[config.mk]
export PLATFORM = sky130hd
export DESIGN_NAME = instr_fetch_queue
export DESIGN_NICKNAME = d
export VERILOG_FILES = /design/src/rtl/instr_fetch_queue.sv
export SDC_FILE = /design/constraint.sdc
export NUM_CORES = 1
export LEC_CHECK = 0
export BUFFER_PORTS_ARGS = -buffer_cell sky130_fd_sc_hd__buf_2
export CAP_MARGIN = 10
export CORE_ASPECT_RATIO = 1.25
export CORE_MARGIN = 2
export CORE_UTILIZATION = 35
export DETAILED_ROUTE_END_ITERATION = 12
export GPL_TIMING_DRIVEN = 0
export SLEW_MARGIN = 25
export SYNTH_ARGS = -nofsm -noshare
export SYNTH_HDL_FRONTEND = slang
export SYNTH_SLANG_ARGS = --single-unit
[constraint.sdc]
create_clock -name i_clk -period 5.1 [get_ports i_clk]
set_input_delay 1.02 -clock i_clk [delete_from_list [all_inputs] [get_ports i_clk]]
set_output_delay 1.02 -clock i_clk [all_outputs]
set_load 0.1 [all_outputs]
[src/rtl/instr_fetch_queue.sv]
// -----------------------------------------------------------------------------
// instr_fetch_queue
//   CPU front-end. Holds the fetch PC, issues reads to a synchronous
//   instruction memory (one-cycle read latency), buffers the returned
//   instructions with their PCs in a small prefetch FIFO and hands them
//   downstream over a valid/ready handshake. A redirect reloads the PC and
//   flushes all buffered and in-flight work. Fetching stops once a HALT
//   opcode has been captured.
//
// Ports
//   i_clk              clock, rising edge
//   i_rst              synchronous reset, active-high
//   o_imem_en          read strobe to instruction memory
//   o_imem_addr        read address (current fetch PC)
//   i_imem_rdata       read data, valid the cycle after o_imem_en
//   i_redirect_valid   load i_redirect_pc, flush prefetched/in-flight work
//   i_redirect_pc      redirect target PC
//   o_out_valid        o_out_instr/o_out_pc hold a valid instruction
//   i_out_ready        downstream accepts (pop on valid && ready)
//   o_out_instr        FIFO head instruction (0 when empty or in reset)
//   o_out_pc           PC of o_out_instr (0 when empty or in reset)
//   o_halted           HALT captured; fetching stopped
// -----------------------------------------------------------------------------
module instr_fetch_queue #(
   parameter int unsigned ADDR_W      = 4,
   parameter int unsigned INSTR_W     = 16,
   parameter int unsigned DEPTH       = 4,
   parameter logic [3:0]  HALT_OPCODE = 4'hF
) (
   input  logic               i_clk,
   input  logic               i_rst,
   output logic               o_imem_en,
   output logic [ADDR_W-1:0]  o_imem_addr,
   input  logic [INSTR_W-1:0] i_imem_rdata,
   input  logic               i_redirect_valid,
   input  logic [ADDR_W-1:0]  i_redirect_pc,
   output logic               o_out_valid,
   input  logic               i_out_ready,
   output logic [INSTR_W-1:0] o_out_instr,
   output logic [ADDR_W-1:0]  o_out_pc,
   output logic               o_halted
);

   localparam int unsigned     PTR_W     = $clog2(DEPTH);
   localparam int unsigned     CNT_W     = PTR_W + 1;
   localparam logic [CNT_W-1:0] DEPTH_CNT = CNT_W'(DEPTH);

   // Fetch state
   logic [ADDR_W-1:0]  r_fetch_pc;
   logic               r_inflight;
   logic [ADDR_W-1:0]  r_inflight_pc;
   logic               r_halted;

   // Prefetch FIFO
   logic [INSTR_W-1:0] r_fifo_instr [DEPTH];
   logic [ADDR_W-1:0]  r_fifo_pc    [DEPTH];
   logic [PTR_W-1:0]   r_wr_ptr;
   logic [PTR_W-1:0]   r_rd_ptr;
   logic [CNT_W-1:0]   r_count;

   logic               w_flush;
   logic               w_empty;
   logic [CNT_W-1:0]   w_credit;
   logic               w_issue;
   logic               w_push;
   logic               w_pop;
   logic               w_out_valid;
   logic               w_halt_push;

   always_comb begin
      w_flush     = i_rst | i_redirect_valid;
      w_empty     = (r_count == '0);
      // Buffered entries plus the outstanding read; a same-cycle pop is
      // deliberately not credited so the FIFO can never overflow.
      w_credit    = r_count + CNT_W'(r_inflight);
      w_issue     = !w_flush && !r_halted && (w_credit < DEPTH_CNT);
      // A response arriving after HALT was captured is the read issued
      // behind the HALT; it is discarded.
      w_push      = r_inflight && !w_flush && !r_halted;
      w_halt_push = w_push && (i_imem_rdata[INSTR_W-1 -: 4] == HALT_OPCODE);
      w_out_valid = !w_flush && !w_empty;
      w_pop       = w_out_valid && i_out_ready;
   end

   always_comb begin
      o_imem_en   = w_issue;
      o_imem_addr = r_fetch_pc;
      o_out_valid = w_out_valid;
      o_halted    = r_halted;
      o_out_instr = '0;
      o_out_pc    = '0;
      if (!i_rst && !w_empty) begin
         o_out_instr = r_fifo_instr[r_rd_ptr];
         o_out_pc    = r_fifo_pc[r_rd_ptr];
      end
   end

   always_ff @(posedge i_clk) begin
      if (i_rst) begin
         r_fetch_pc    <= '0;
         r_inflight    <= 1'b0;
         r_inflight_pc <= '0;
         r_halted      <= 1'b0;
         r_wr_ptr      <= '0;
         r_rd_ptr      <= '0;
         r_count       <= '0;
      end else if (i_redirect_valid) begin
         r_fetch_pc    <= i_redirect_pc;
         r_inflight    <= 1'b0;
         r_inflight_pc <= '0;
         r_halted      <= 1'b0;
         r_wr_ptr      <= '0;
         r_rd_ptr      <= '0;
         r_count       <= '0;
      end else begin
         r_inflight <= w_issue;
         if (w_issue) begin
            r_inflight_pc <= r_fetch_pc;
            r_fetch_pc    <= r_fetch_pc + 1'b1;
         end
         if (w_halt_push) begin
            r_halted <= 1'b1;
         end
         if (w_push) begin
            r_wr_ptr <= r_wr_ptr + 1'b1;
         end
         if (w_pop) begin
            r_rd_ptr <= r_rd_ptr + 1'b1;
         end
         if (w_push && !w_pop) begin
            r_count <= r_count + 1'b1;
         end else if (!w_push && w_pop) begin
            r_count <= r_count - 1'b1;
         end
      end
   end

   // Storage needs no reset: contents are only visible through r_count.
   always_ff @(posedge i_clk) begin
      if (w_push) begin
         r_fifo_instr[r_wr_ptr] <= i_imem_rdata;
         r_fifo_pc[r_wr_ptr]    <= r_inflight_pc;
      end
   end

endmodule

# Word level (Yosys, flattened, before mapping)
# Memories as Yosys holds them, arrays and structs flattened. A register that Yosys moved wholly into a read port is not among the register bits.
# Index checks and enable logic that the tools add are counted.
# totals
latch_bits	0
wordCells	50
mem_count	2
output_inout_bits	27
ff_bits	17
ramBits	80
input_bits	24
mem_bits_ro	0
# classes
shift	0
reduce_logical	20
mul	0
eq_ne	1
bitwise	1
n_div	0
mux	12
addsub	6
magnitude_cmp	1
# memory_table
memory	words	width	rd	rd_ports_with_merged_regs	wr	line_no	source
r_fifo_instr	4	16	1	1	1	55	logic [INSTR_W-1:0] r_fifo_instr [DEPTH];
r_fifo_pc	4	4	1	1	1	56	logic [ADDR_W-1:0] r_fifo_pc [DEPTH];
# ops
operator	n
16-bit two-way mux	1
4-bit two-way mux	3
1-bit logical AND	10
2-bit two-way mux	4
1-bit logical NOT	6
3-bit two-way mux	2
2-bit by 1-bit adder with 2-bit output, second input constant	2
4-bit by 1-bit adder with 4-bit output, second input constant	1
4-bit == test, second input constant	1
2-bit nonzero test	2
3-bit by 1-bit adder with 3-bit output	1
3-bit by 1-bit adder with 3-bit output, second input constant	1
3-bit logical NOT	1
3-bit less-than comparator, second input constant	1
3-bit by 1-bit subtractor with 3-bit output, second input constant	1
1-bit two-way mux	2
2-bit OR reduction	1
1-bit OR	1

# Depth between registers and ports, before layout
# logic_depth
depth_word	8
mapped_depth	9
ltp_nobuf	9

# Worst setup path before layout
# Ideal clock, no wire load.
# synth_timing
path_type	input to output
from	input i_rst
to	output o_out_instr[11]
required_time_ns	4.080
slack_ns	1.056
arrival_ns	3.024
n_path_buf	2
stages	4
cell_sequence	buf_4 -> or2_2 -> clkbuf_1 -> nor2b_1
# synth_via
elab_chain_cells	3
# synth_rtl
element	line_no	source
start, declared	31	input logic i_rst,
1-bit logical NOT	92	if (!i_rst && !w_empty) begin
1-bit logical AND	92	
16-bit two-way mux	92	
end, declared	39	output logic [INSTR_W-1:0] o_out_instr,
# No other way between the ends.

# Worst setup path after layout
# layout_timing
from	input i_rst
to	output o_out_instr[3]
# The elaborated chain is that of the path after synthesis.

==> metrics list <==
- The flow ran to the end, and the final reports show no timing, DRC or antenna violations.
- The share of the Yosys chip area taken by registers is 0.695.
- Number of gates resized after cts: 0
* Synthesized cell area: 4010 µm²
* Post-synthesis net count: 261
* Number of standard-cell rows in the floorplan: 43
- Maximum number of pins on one net before global-route repair: 21
* Routed vias/inst: 4.89
- The congestion estimate from routability-driven global placement came to a little under 0.7.
- The via count of the first global-routing pass was 2130.
* Max-slew violations: 0
- In this run, synthesis inferred 80 flip-flops with an integrated enable.
- Final-layout fill cell count: 999
- Delay of the slowest cell on the worst path: 0.45 ns
- STA classifies the critical path startpoint as a primary input.
* Violation count after the first detailed-routing iteration: about 110
* Register clock-pin slew on the reported worst setup and hold paths: 0.07 ns
* Post-CTS setup buffer count: 0
* MaxCap Viol Count: 0
* Maximum achievable frequency: around 0.27 GHz
* First-pass GRT wire length: 11300 µm
- Worst Tran Pin Value: 0.686 ns
* Hold Crit Class: reg2reg
* Gate count after technology mapping: 230
- Area Growth Syn to Fin: 18.7%
* Aggregate negative setup slack: 0 ns
- Largest delay contributor family on the critical path: buffers and inverters
- Summing all multi-input logic gate instances after layout gives 1150 µm².
- For this run, the leading register cell type out of synthesis is edfxtp_1.
* Total core area: 11100 µm²
- The number of buffers and inverters on the critical path is 4.
- The largest individual stage delay along the critical path comes from the cell buf_2.
- Clock tree from TritonCTS: done
- Worst vdd rail ir drop: approximately 0.23 mV
- 51 I/O pins were placed.
- Power spread over the standard cell area amounts to 357 nW/µm².
* Ys Warns: 0
- For the finished layout, the period the worst path requires is 3.66 ns.
- Number of buffers on the longest clock path: 2
- GRT Resource Usage Total: 0.124
- The most common cell in the synthesized netlist is edfxtp_1.
- Setup skew after layout: 0.00887 ns
- Of the post-synthesis cell area, the dominant cell type holds 0.600.
- Traced cell by cell, the critical path runs through buf_2 > buf_4 > or2_2 > clkbuf_1 > nor2b_1 > buf_2.
- Fraction of registers with async set or reset after synthesis: 0
- The number of antenna diodes in the final layout is 0.
- In the final routed layout, each cell accounts on average for around 17 µm.
- Cell leakage power: 0.00169 µW
- The later pin in the worst-skew pair is clocked with a latency of 0.34 ns.
- For flop-to-flop paths, the worst setup slack is 2.64 ns.
* Total vias in the final route: 2109
- Synth top area cells: edfxtp_1, mux4_2, dfxtp_1
- STA puts the critical path data arrival time at roughly 2.6 ns.
- Most numerous cell on the critical path: buf_2
* Cell taking the most area after synthesis: edfxtp_1
* Hold Fails Final Rpt: 0
- The clock tree synthesis step divided the H-tree into 3 levels.
- STA puts the critical path data required time at between 4 and 5 ns.
- The first detailed-routing pass took 4 iterations.
- Of the available clock period, the critical path in the final layout requires 0.717.
- The clock drives 99 sinks.
- DRC violations left: 0
- The die covers around 12000 µm².
- Across the whole layout, storage elements account for 2780 µm².
- The number of hold buffers added after CTS was 0.
* Setup repair after global routing missed its margin: false
* Sort of element at the end of the critical path: output port
* HPWL reported at the end of detailed placement: 4680 µm
- Dividing the synthesized area by the synthesized cell count gives 17.4 µm².
- The number of different library cells used by synthesis comes to 43.
* Pwr Total: 1700 µW
* CP Max Fanout: 10
* Clock buffers created by TritonCTS: 9
- Number of antenna violations at the first check in global routing: 1
* Share of post-route cells with drive strength above 1: 0.365
- Counting flops and latches in the post-synthesis netlist gives 99.
- Number of port buffers: 50
- Final Net Count: 322
- Horiz. Die Dim: 99.7 µm
- The root buffer cell chosen for the clock tree is clkbuf_16.
- By count the netlist is led by edfxtp_1, nor2b_1, mux4_2.
- Remaining number of nets flagged by the antenna check after routing: 0
- Wires add up to approximately 7200 µm.
* Initial Util: 0.360
* Number of endpoints failing setup at the final stage: 0
* Congestion Overflow GR: 0
* Vertical die dimension: 124 µm
* Critical setup path kind: in2out
* Max transition margin: 0.543
-- through the flow --
stage | instances | util | worst slack (ns) | cell area (µm²) | hold slack, ns
4_1_cts | 431 | 0.427 | 1.38 | 4760 | 0.506
6_report | 431 | 0.427 | 1.44 | 4760 | 0.507
3_5_place_dp | 415 | 0.397 | 1.38 | 4430 | 0.490
5_1_grt | 431 | 0.427 | 1.35 | 4760 | 0.528
3_3_place_gp | 415 | 0.397 | 1.39 | 4430 | 0.471
2_1_floorplan | 230 | - | 1.06 | 4010 | 0.452
-- cell type report --
class                           instances  area share
Timing Repair Buffer                   50      0.0526
Clock buffer                           11      0.0579
Tap cell                              135      0.0355
Buffer                                 10      0.0113
Sequential cell                        99       0.585
Multi-Input combinational cell        116       0.242
Inverter                                5     0.00395
Clock inverter                          5      0.0116
-- per-layer routing --
| metal | GRT usage | vias up | share of wire |
|---|---|---|---|
| li1 | - | 1018 | - |
| met1 | 0.149 | 1044 | 0.43 |
| met2 | 0.209 | 37 | 0.51 |
| met3 | 0.0320 | 10 | 0.038 |
| met4 | 0.0565 | 0 | 0.020 |
| met5 | 0 | - | 0 |
-- worst reg2reg max path: cells and delay by family, from the launching register on --
family / cells / cell delay, ns
xor+xnor: 1 / 0.15
compound gates: 1 / 0.14
fa+ha+maj: 2 / 0.56
simple gates: 3 / 0.91
buf+inv: 2 / 0.19
flops: 1 / 0.43
-- cell usage in the layout (no fill, tap or decap), drive strengths merged, types with 2 or more instances in the layout --
cell type,n
xnor2,4
nor2,10
buf,54
xor2,3
or3,2
nand4,2
and3,7
o311a,2
clkinv,3
nand3b,3
or2,2
mux4,20
ha,6
o21ai,6
clkbuf,16
dfxtp,19
a31oi,2
edfxtp,80
a21oi,5
nor3,7
nor2b,23
inv,6
-- state kept, by name, indices dropped and copies added (netlist names), named ones only --
| register | flops |
|---|---|
| r_fifo_instr | 64 |
| r_fifo_pc | 16 |
| o_imem_addr | 4 |
| r_inflight_pc | 4 |
| r_count | 3 |
| r_rd_ptr | 2 |
| r_wr_ptr | 2 |
| o_halted | 1 |
| r_inflight | 1 |
-- report_power, final --
group / total (µW) / switching, µW / leakage, µW / internal, µW
combinational: 93.2 / 67.0 / 0.000630 / 26.2
clock: 718 / 279 / 0.000166 / 439
sequential: 885 / 6.67 / 0.000893 / 878
total: 1700 / 353 / 0.00169 / 1340
-- final timing paths --
| check | start | end | cells after the start |
|---|---|---|---|
| setup / recovery | i_rst | o_out_instr[3] | 6 |
| hold / removal | r_inflight_pc[1]$_SDFFE_PP0P_ | r_fifo_pc[2][1]$_DFFE_PP_ | 0 |
| setup reg to reg | o_halted$_SDFFE_PP0P_ | r_count[2]$_SDFFE_PP0P_ | 9 |
| hold reg to reg | r_inflight_pc[1]$_SDFFE_PP0P_ | r_fifo_pc[2][1]$_DFFE_PP_ | 0 |
-- cell families after synthesis --
| kind of cell | Yosys count | share of synthesized area |
|---|---|---|
| DFF | 99 | 0.695 |
| muxes | 21 | 0.115 |
| xor gates and xnor gates | 7 | 0.0191 |
| and+or+nand+nor | 62 | 0.0974 |
| buffers and inverters | 15 | 0.0181 |
| AOI/OAI and AO/OA | 19 | 0.0322 |
| adders and majority gates | 7 | 0.0237 |
No activity file was read; power rests on OpenSTA's default activity.
